File: config.mk
export PLATFORM = sky130hd
export DESIGN_NAME = wb_project_mux
export DESIGN_NICKNAME = d
export VERILOG_FILES = /design/src/rtl/wb_project_mux.sv
export SDC_FILE = /design/constraint.sdc
export NUM_CORES = 1
export LEC_CHECK = 0
export CAP_MARGIN = 20
export CORE_AREA = 2 2 769 771
export DETAILED_ROUTE_END_ITERATION = 7
export DIE_AREA = 0 0 771 773
export MAX_ROUTING_LAYER = met4
export PLACE_DENSITY_LB_ADDON = 0.12
export SYNTH_ARGS = -nofsm -noshare
export SYNTH_HDL_FRONTEND = slang
export SYNTH_SLANG_ARGS = --single-unit
File: constraint.sdc
create_clock -name wb_clk_i -period 6.5 [get_ports wb_clk_i]
set_clock_uncertainty 0.05 [all_clocks]
set_input_delay 0.65 -clock wb_clk_i [delete_from_list [all_inputs] [get_ports wb_clk_i]]
set_output_delay 0.65 -clock wb_clk_i [all_outputs]
set_load 0.01 [all_outputs]
File: src/rtl/wb_project_mux.sv
// Arbitrates NPROJ user projects onto one set of pads and one wishbone slave port, selected by a control register.
// Latency: control register acks one cycle after the request, selected-project data passes through with zero latency.
// Backpressure: host holds stb until ack; a silent project is acked by a watchdog, and strobes to it are gated until stb drops.
module wb_project_mux #(
  parameter int          NPROJ     = 16,
  parameter int          IO_W      = 38,
  parameter int          GUARD     = 4,
  parameter int          TIMEOUT   = 255,
  parameter logic [31:0] CTRL_ADDR = 32'h3000_FFFC
) (
  input  logic                  wb_clk_i,
  input  logic                  wb_rst_ni,
  input  logic                  wbs_stb_i,
  input  logic                  wbs_cyc_i,
  input  logic                  wbs_we_i,
  input  logic [3:0]            wbs_sel_i,
  input  logic [31:0]           wbs_adr_i,
  input  logic [31:0]           wbs_dat_i,
  output logic                  wbs_ack_o,
  output logic [31:0]           wbs_dat_o,
  output logic [NPROJ-1:0]      active_o,
  output logic [NPROJ-1:0]      proj_stb_o,
  input  logic [NPROJ-1:0]      proj_ack_i,
  input  logic [NPROJ*32-1:0]   proj_dat_i,
  input  logic [NPROJ*IO_W-1:0] proj_io_out_i,
  input  logic [NPROJ*IO_W-1:0] proj_io_oeb_i,
  output logic [IO_W-1:0]       io_out,
  output logic [IO_W-1:0]       io_oeb
);

  localparam logic [31:0] ERR_DAT = 32'hDEAD_BEEF;
  localparam logic [7:0]  NONE    = 8'hFF;
  localparam logic [8:0]  NPROJ_W = 9'(NPROJ);
  localparam int          GC_W    = $clog2(GUARD + 1);
  localparam int          WD_W    = $clog2(TIMEOUT + 1);

  typedef enum logic [1:0] {
    ST_RUN    = 2'd0,
    ST_DRAIN  = 2'd1,
    ST_ENABLE = 2'd2
  } state_t;

  state_t            state_q, state_d;
  logic [7:0]        cur_sel_q, cur_sel_d;
  logic [7:0]        tgt_q, tgt_d;
  logic [GC_W-1:0]   gcnt_q, gcnt_d;
  logic [WD_W-1:0]   wd_cnt_q;
  logic              gate_q;
  logic              ctrl_ack_q;
  logic [31:0]       ctrl_rdat_q;
  logic              err_ack_q;
  logic              err_q;
  logic              timeout_q;

  logic              bus_req;
  logic              ctrl_hit;
  logic              ctrl_acc;
  logic              ctrl_wr;
  logic              clr_wr;
  logic              sel_wr;
  logic              tgt_bad;
  logic [7:0]        wr_tgt;
  logic              switch_req;
  logic              sel_ok;
  logic              data_req;
  logic              routed;
  logic              unrouted;
  logic              sel_ack;
  logic [31:0]       sel_dat;
  logic              wd_fire;
  logic              unused_ok;

  // Byte selects and the unused write-data bits carry no meaning for this block.
  assign unused_ok = ^{wbs_sel_i, wbs_dat_i[30:8]};

  assign bus_req  = wbs_stb_i & wbs_cyc_i;
  assign ctrl_hit = bus_req & (wbs_adr_i == CTRL_ADDR);
  // A held strobe during the ack cycle must not be taken as a second access.
  assign ctrl_acc = ctrl_hit & ~ctrl_ack_q;
  assign ctrl_wr  = ctrl_acc & wbs_we_i;
  assign clr_wr   = ctrl_wr & wbs_dat_i[31];
  assign sel_wr   = ctrl_wr & ~wbs_dat_i[31];

  // Out-of-range targets collapse to "none" so cur_sel is always a valid index or NONE.
  assign tgt_bad    = ({1'b0, wbs_dat_i[7:0]} >= NPROJ_W) && (wbs_dat_i[7:0] != NONE);
  assign wr_tgt     = ({1'b0, wbs_dat_i[7:0]} < NPROJ_W) ? wbs_dat_i[7:0] : NONE;
  assign switch_req = sel_wr && (wr_tgt != cur_sel_q);

  assign sel_ok   = (state_q == ST_RUN) && ({1'b0, cur_sel_q} < NPROJ_W);
  assign data_req = bus_req & (wbs_adr_i != CTRL_ADDR);
  assign routed   = data_req & sel_ok & ~gate_q;
  assign unrouted = data_req & ~sel_ok & ~err_ack_q;

  // The project's own ack wins over the watchdog when both land on the same cycle.
  assign wd_fire  = routed && (wd_cnt_q == WD_W'(TIMEOUT)) && !sel_ack;

  // Select the owning project's ack, data and pads; no owner leaves the pads tri-stated.
  always_comb begin
    active_o = '0;
    sel_ack  = 1'b0;
    sel_dat  = '0;
    io_out   = '0;
    io_oeb   = '1;
    for (int k = 0; k < NPROJ; k++) begin
      if (sel_ok && (cur_sel_q == 8'(k))) begin
        active_o[k] = 1'b1;
        sel_ack     = proj_ack_i[k];
        sel_dat     = proj_dat_i[k*32 +: 32];
        io_out      = proj_io_out_i[k*IO_W +: IO_W];
        io_oeb      = proj_io_oeb_i[k*IO_W +: IO_W];
      end
    end
  end

  assign proj_stb_o = active_o & {NPROJ{routed}};

  // Host ack/data: control response, error/watchdog response, or project passthrough.
  always_comb begin
    wbs_ack_o = ctrl_ack_q | err_ack_q | wd_fire | (routed & sel_ack);
    wbs_dat_o = '0;
    if (ctrl_ack_q) begin
      wbs_dat_o = ctrl_rdat_q;
    end else if (err_ack_q || wd_fire) begin
      wbs_dat_o = ERR_DAT;
    end else if (routed) begin
      wbs_dat_o = sel_dat;
    end
  end

  // Switch FSM next state: drain for GUARD cycles, commit the target for one cycle, then run.
  always_comb begin
    state_d   = state_q;
    cur_sel_d = cur_sel_q;
    tgt_d     = tgt_q;
    gcnt_d    = gcnt_q;
    case (state_q)
      ST_DRAIN: begin
        if (gcnt_q == GC_W'(GUARD - 1)) begin
          state_d = ST_ENABLE;
        end else begin
          gcnt_d = gcnt_q + GC_W'(1);
        end
      end
      ST_ENABLE: begin
        cur_sel_d = tgt_q;
        state_d   = ST_RUN;
      end
      default: ;
    endcase
    // A new target from any state (re)starts a full drain.
    if (switch_req) begin
      state_d = ST_DRAIN;
      tgt_d   = wr_tgt;
      gcnt_d  = '0;
    end
  end

  // Switch FSM state register.
  always_ff @(posedge wb_clk_i or negedge wb_rst_ni) begin
    if (!wb_rst_ni) begin
      state_q   <= ST_RUN;
      cur_sel_q <= NONE;
      tgt_q     <= NONE;
      gcnt_q    <= '0;
    end else begin
      state_q   <= state_d;
      cur_sel_q <= cur_sel_d;
      tgt_q     <= tgt_d;
      gcnt_q    <= gcnt_d;
    end
  end

  // Control register responses, error acks and sticky flags.
  always_ff @(posedge wb_clk_i or negedge wb_rst_ni) begin
    if (!wb_rst_ni) begin
      ctrl_ack_q  <= 1'b0;
      ctrl_rdat_q <= '0;
      err_ack_q   <= 1'b0;
      err_q       <= 1'b0;
      timeout_q   <= 1'b0;
    end else begin
      ctrl_ack_q <= ctrl_acc;
      err_ack_q  <= unrouted;
      if (ctrl_acc) begin
        ctrl_rdat_q <= {timeout_q, err_q, 2'(state_q), 20'b0, cur_sel_q};
      end
      if (clr_wr) begin
        err_q     <= 1'b0;
        timeout_q <= 1'b0;
      end else begin
        if (sel_wr && tgt_bad) err_q <= 1'b1;
        if (wd_fire)           timeout_q <= 1'b1;
      end
    end
  end

  // Watchdog: count unacked cycles of a routed request; after firing, gate strobes until stb drops.
  always_ff @(posedge wb_clk_i or negedge wb_rst_ni) begin
    if (!wb_rst_ni) begin
      wd_cnt_q <= '0;
      gate_q   <= 1'b0;
    end else begin
      if (!routed || sel_ack || wd_fire) begin
        wd_cnt_q <= '0;
      end else begin
        wd_cnt_q <= wd_cnt_q + WD_W'(1);
      end
      if (!wbs_stb_i) begin
        gate_q <= 1'b0;
      end else if (wd_fire) begin
        gate_q <= 1'b1;
      end
    end
  end

endmodule
== Word level (Yosys, flattened, before mapping) ==
Index checks and enable logic that the tools add are counted.

* Register bits: 46
* Word-level logic and storage cells: 194
* Input port bits: 1817
* Output and inout bits: 141

* Muxes and demuxes: 96
* Order comparisons: 3
* Equality and inequality tests: 26
* Add/sub/neg operators: 2
* Bitwise operators: 21
* Reduce and logical (&&, ||, !) cells: 35

{| class="wikitable"
|+ Operators with widths
! kind !! count
|-
| 38-bit 2-to-1 mux || 32
|-
| 32-bit 2-to-1 mux || 19
|-
| 8-bit by 4-bit == test with 1-bit output (second input constant) || 8
|-
| 1-bit 2-to-1 mux || 37
|-
| 32-bit by 30-bit == test with 1-bit output (second input constant) || 1
|-
| 8-bit by 3-bit == test with 1-bit output (second input constant) || 4
|-
| 32-bit by 30-bit inequality test with 1-bit output (second input constant) || 1
|-
| 1-bit logical AND || 22
|-
| 16-bit bitwise AND || 1
|-
| 8-bit by 2-bit == test with 1-bit output (second input constant) || 2
|-
| 8-bit by 5-bit < comparator with 1-bit output (second input constant) || 2
|-
| 8-bit 2-to-1 mux || 2
|-
| 1-bit bitwise AND || 12
|-
| 3-bit 2-to-1 mux || 3
|-
| 8-bit by 1-bit adder with 8-bit output (second input constant) || 1
|-
| 8-bit by 1-bit == test with 1-bit output (second input constant) || 1
|-
| 8-bit == test (second input constant) || 1
|-
| 8-bit by 5-bit greater-or-equal comparator with 1-bit output (second input constant) || 1
|-
| 8-bit logical NOT || 1
|-
| 8-bit inequality test || 1
|-
| 8-bit inequality test (second input constant) || 1
|-
| 2-bit nonzero test || 3
|-
| 1-bit NOT || 5
|-
| 2-bit 2-to-1 mux || 2
|-
| 14 further kinds || 20
|}

== Longest topological paths before layout ==
* Depth in word-level cells: 24
* Gate-level depth with buffers: 13

== Worst setup path after synthesis ==
Ideal clock, no wire load.

* Kind: flip-flop to output port
* Start point: reg cur_sel_q[0]
* End point: out io_out[36]
* Stages on the path, launching flop included: 12
* Data arrival time: 2.680 ns
* Data required time: 5.800 ns
* Path slack: 3.120 ns
* Cell sequence: dfstp_2 buf_2 buf_4 or4b_4 or3_1 buf_6 clkinv_8 buf_2 a222oi_1 a21oi_1 a211oi_1 o41ai_1

* Longest elaborated chain between the ends: 19
* Elaborated cells on any way between the ends: 50
* Those cells by class: order compare: 1; eq/ne: 15; mux: 16; reduce/logical: 18

{| class="wikitable"
|+ Ends and longest elaborated chain
! element !! RTL line !! RTL
|-
| start: declaration || 44 || <nowiki>logic [7:0] cur_sel_q, cur_sel_d;</nowiki>
|-
| start signal: assignment || 167 || <nowiki>cur_sel_q <= cur_sel_d;</nowiki>
|-
| 8-bit by 5-bit < comparator with 1-bit output || 89 || <nowiki>assign sel_ok = (state_q == ST_RUN) && ({1'b0, cur_sel_q} < NPROJ_W);</nowiki>
|-
| 1-bit logical AND || 89 ||
|-
| 1-bit logical AND || 105 || <nowiki>if (sel_ok && (cur_sel_q == 8'(k))) begin</nowiki>
|-
| 38-bit 2-to-1 mux (15 in a row) || 105 ||
|-
| 38-bit 2-to-1 mux (*) || 105 ||
|-
| end: declaration || 27 || <nowiki>output logic [IO_W-1:0] io_out,</nowiki>
|}

Every way passes the cells marked *; elsewhere a longest branch is shown, timed or not.

== Worst setup path in the final report ==
* Start point: reg cur_sel_q[3]
* End point: out io_out[26]

Same word-level chain as after synthesis.

==> metrics.yaml <==
power:
  p_per_area_nw_per_um2: 51.23
  leakage_uw: 0.01447
  irDropWorstVdd_mv: 0.1051
  p_total_uw: 2535
clocking:
  postCtsHoldBufs: 0
  cts-root-buf: "clkbuf_16"
  numCtsBuffers: 5
  cts_tree: "built"
  clk_path_buf_depth: 2
  cts_sinks: 46
  cts.clk_slew.worst_paths_ps: 90
  postCtsSetupBuffers: 0
  cts_resized: 0
  htreeDepth: 2
  clk_latency_ps: 320
route:
  wl_per_cell_um: 41.43
  drt_first_iter_violations: 2608
  ant_nets: 0
  dr.pass1.iters: 8
  routed_wl_mm: 519.5
  avgViaCountPerCell: 2.752
  vias: 34510
  drc_errors: 0
sta:
  period_minus_slack_ps: 6104
  drv_slew: 0
  fin_tns_setup_ps: 0
  rsz0062_at_grt: "no"
  tightest_slew_ps: 1423
  post-route-period-util_pct: 93.90
  final_hold_viol_count: 0
  fmax_mhz: 163.8
  setup_viol: 0
  slew_headroom_pct: 5.106
worst_setup_path:
  path_buf_inv: 5
  r2r_cells: 8
  critPathLaunch: "cur_sel_q[3]"
  cp_common_cell: "buf_4"
  cp-start-kind: "flop"
  r2r_slack_ps: 2790
  required_ps: 5800
  worstSetupEndpointType: "primary output"
  critPathTopFamily: "buffers and inverters"
  r2r-start: "cur_sel_q[1]"
  r2r-end: "wd_cnt_q[2]"
  path_cells: "buf_4, nor2_2, buf_4, a31oi_1, o2bb2ai_1, a221oi_1, buf_4, a2bb2oi_1, buf_4, o21ai_0, o21a_1, clkdlybuf4s50_1"
  criticalPathCategory: "reg -> out"
  cp_slowest_cell: "o2bb2ai_1"
  path_max_fanout: 19
  max_stage_delay_ps: 950
  worstPathArrival_ps: 5400
  endpoint: "io_out[26]"
  worst-path-stages: 12
die:
  core_um2: 587800
  die-width_um: 771
  rows: 282
  initial_utilization_pct: 2.907
  die-area_um2: 596000
  io_pins: 1958
  die_h_um: 773
yosys:
  yosys_warnings: 0
  synth_most_common_cell: "o21ai_0"
  syn_inst: 2582
  async_reset_ff_share_pct: 100.0
  synth_top_cell_area_share_pct: 10.02
  synth_area_leaders: "mux2i_1, o21ai_0, a21oi_1, o22ai_1, a22oi_1"
  yosys.cell_types.count: 91
  ys_ff_latch: 46
  synth_edf_count: 0
  synth_largest_area_cell: "mux2i_1"
  ys_seq_area_share_pct: 6.854
  synth.avg_cell_area_um2: 6.618
  synthFlopType: "dfrtp_1"
  ys_top_cells_by_count: "o21ai_0, a21oi_1, nor2_1, nand2_1, o22ai_1"
  syn_nets: 4402
  synth_area_um2: 17090
worst_hold_path:
  min_path_type: "in -> async"
global_route:
  overflow: 0
  first_global_vias: 35090
  track_usage_pct: 17.15
  grt_pass1_wl_mm: 599.2
  grt_start_max_net_pins: 79
  antenna_found_initial: 504
place:
  placed_area_um2: 48880
  numPortBuffers: 1930
  dp_hpwl_mm: 464.1
  place_congestion: 0.8384
finish:
  nets: 6373
  utilization_pct: 8.418
  area_growth_pct: 189.6
  drive_gt1_share_pct: 13.83
  final_cell_area_um2: 49490
run:
  maxCapViolations: 0
run_status:
  status: "complete, no violations"
==> cell usage in the layout (no fill, tap or decap), types with 14 or more instances in the layout <==
cell type and n:
a211oi_1 55, a21oi_1 264, a221oi_1 89, a222oi_1 20, a22oi_1 123, a31oi_1 31
buf_12 94, buf_4 309, clkdlybuf4s50_1 1842, dfrtp_1 29, diode_2 174, mux2_2 53
mux2i_1 169, mux4_2 14, nand2_1 206, nand2b_1 14, nand3_1 33, nand4_1 15
nor2_1 209, nor3_1 33, o211ai_1 29, o21ai_0 263, o21ai_1 15, o221ai_1 49
o22a_1 21, o22ai_1 169, o31ai_1 17, o41ai_1 19
==> worst register-to-register path: cells and delay by family (launching register included) <==
family          cells  cell delay, ps
buf+inv             1             330
simple gates        3            1090
flops               1             960
compound gates      4            1200
==> metrics by stage <==
step                      hold WS, ps  cells  setup slack (ps)
final                           387.4  12540             396.2
after global routing            416.9  12500             276.3
after CTS                       388.4  12360             195.3
after detailed placement        371.7  12350             569.6
after global placement          383.3  12330             362.1
after floorplan                 304.4   2582              3120
==> worst min path at each step <==
stage	end	cells past startpoint
after floorplan	ctrl_ack_q	0
after global placement	err_ack_q	1
after CTS	err_ack_q	1
after global routing	err_ack_q	1
final	err_q	2
after detailed placement	err_ack_q	1
==> registers in the layout (all words and copies together) (netlist names) <==
name         count
ctrl_ack_q       1
ctrl_rdat_q     12
cur_sel_q        8
err_ack_q        1
err_q            1
gate_q           1
gcnt_q           3
state_q          2
tgt_q            8
timeout_q        1
wd_cnt_q         8
==> cells by family after synthesis <==
kind of cell / synth area share, %
adders and majority gates: 0.2197
and+or+nand+nor: 17.89
DFF: 6.854
buffers and inverters: 8.546
muxes: 15.36
xor gates and xnor gates: 0.4613
AOI/OAI and AO/OA: 50.67
==> power by group <==
group | internal [uW] | total, uW | switching [uW]
combinational | 1190 | 1940 | 745
sequential | 287 | 287 | 0.340
clock | 149 | 312 | 163
total | 1630 | 2540 | 909
==> metal layers <==
layer  up-vias  wire (um)  GRT usage, %
li1      14550          -             -
met1     17150     231800         21.45
met2      2361     240900         28.08
met3       447      39250         5.177
met4         0       7484         1.566
met5         -          0             -
==> area by class of cell <==
type                    instances  area (um2)
flip-flops and latches         46        1187
multi-input cells            2210       14960
clock buffers                   5       125.1
clock inverters                 3       28.78
well taps                    7810        9772
diodes                        174       435.4
inverters                      28       186.4
repair buffers               2262       22790
fillers                     69100      538300
Note: power is estimated with default switching activity, not from simulation.
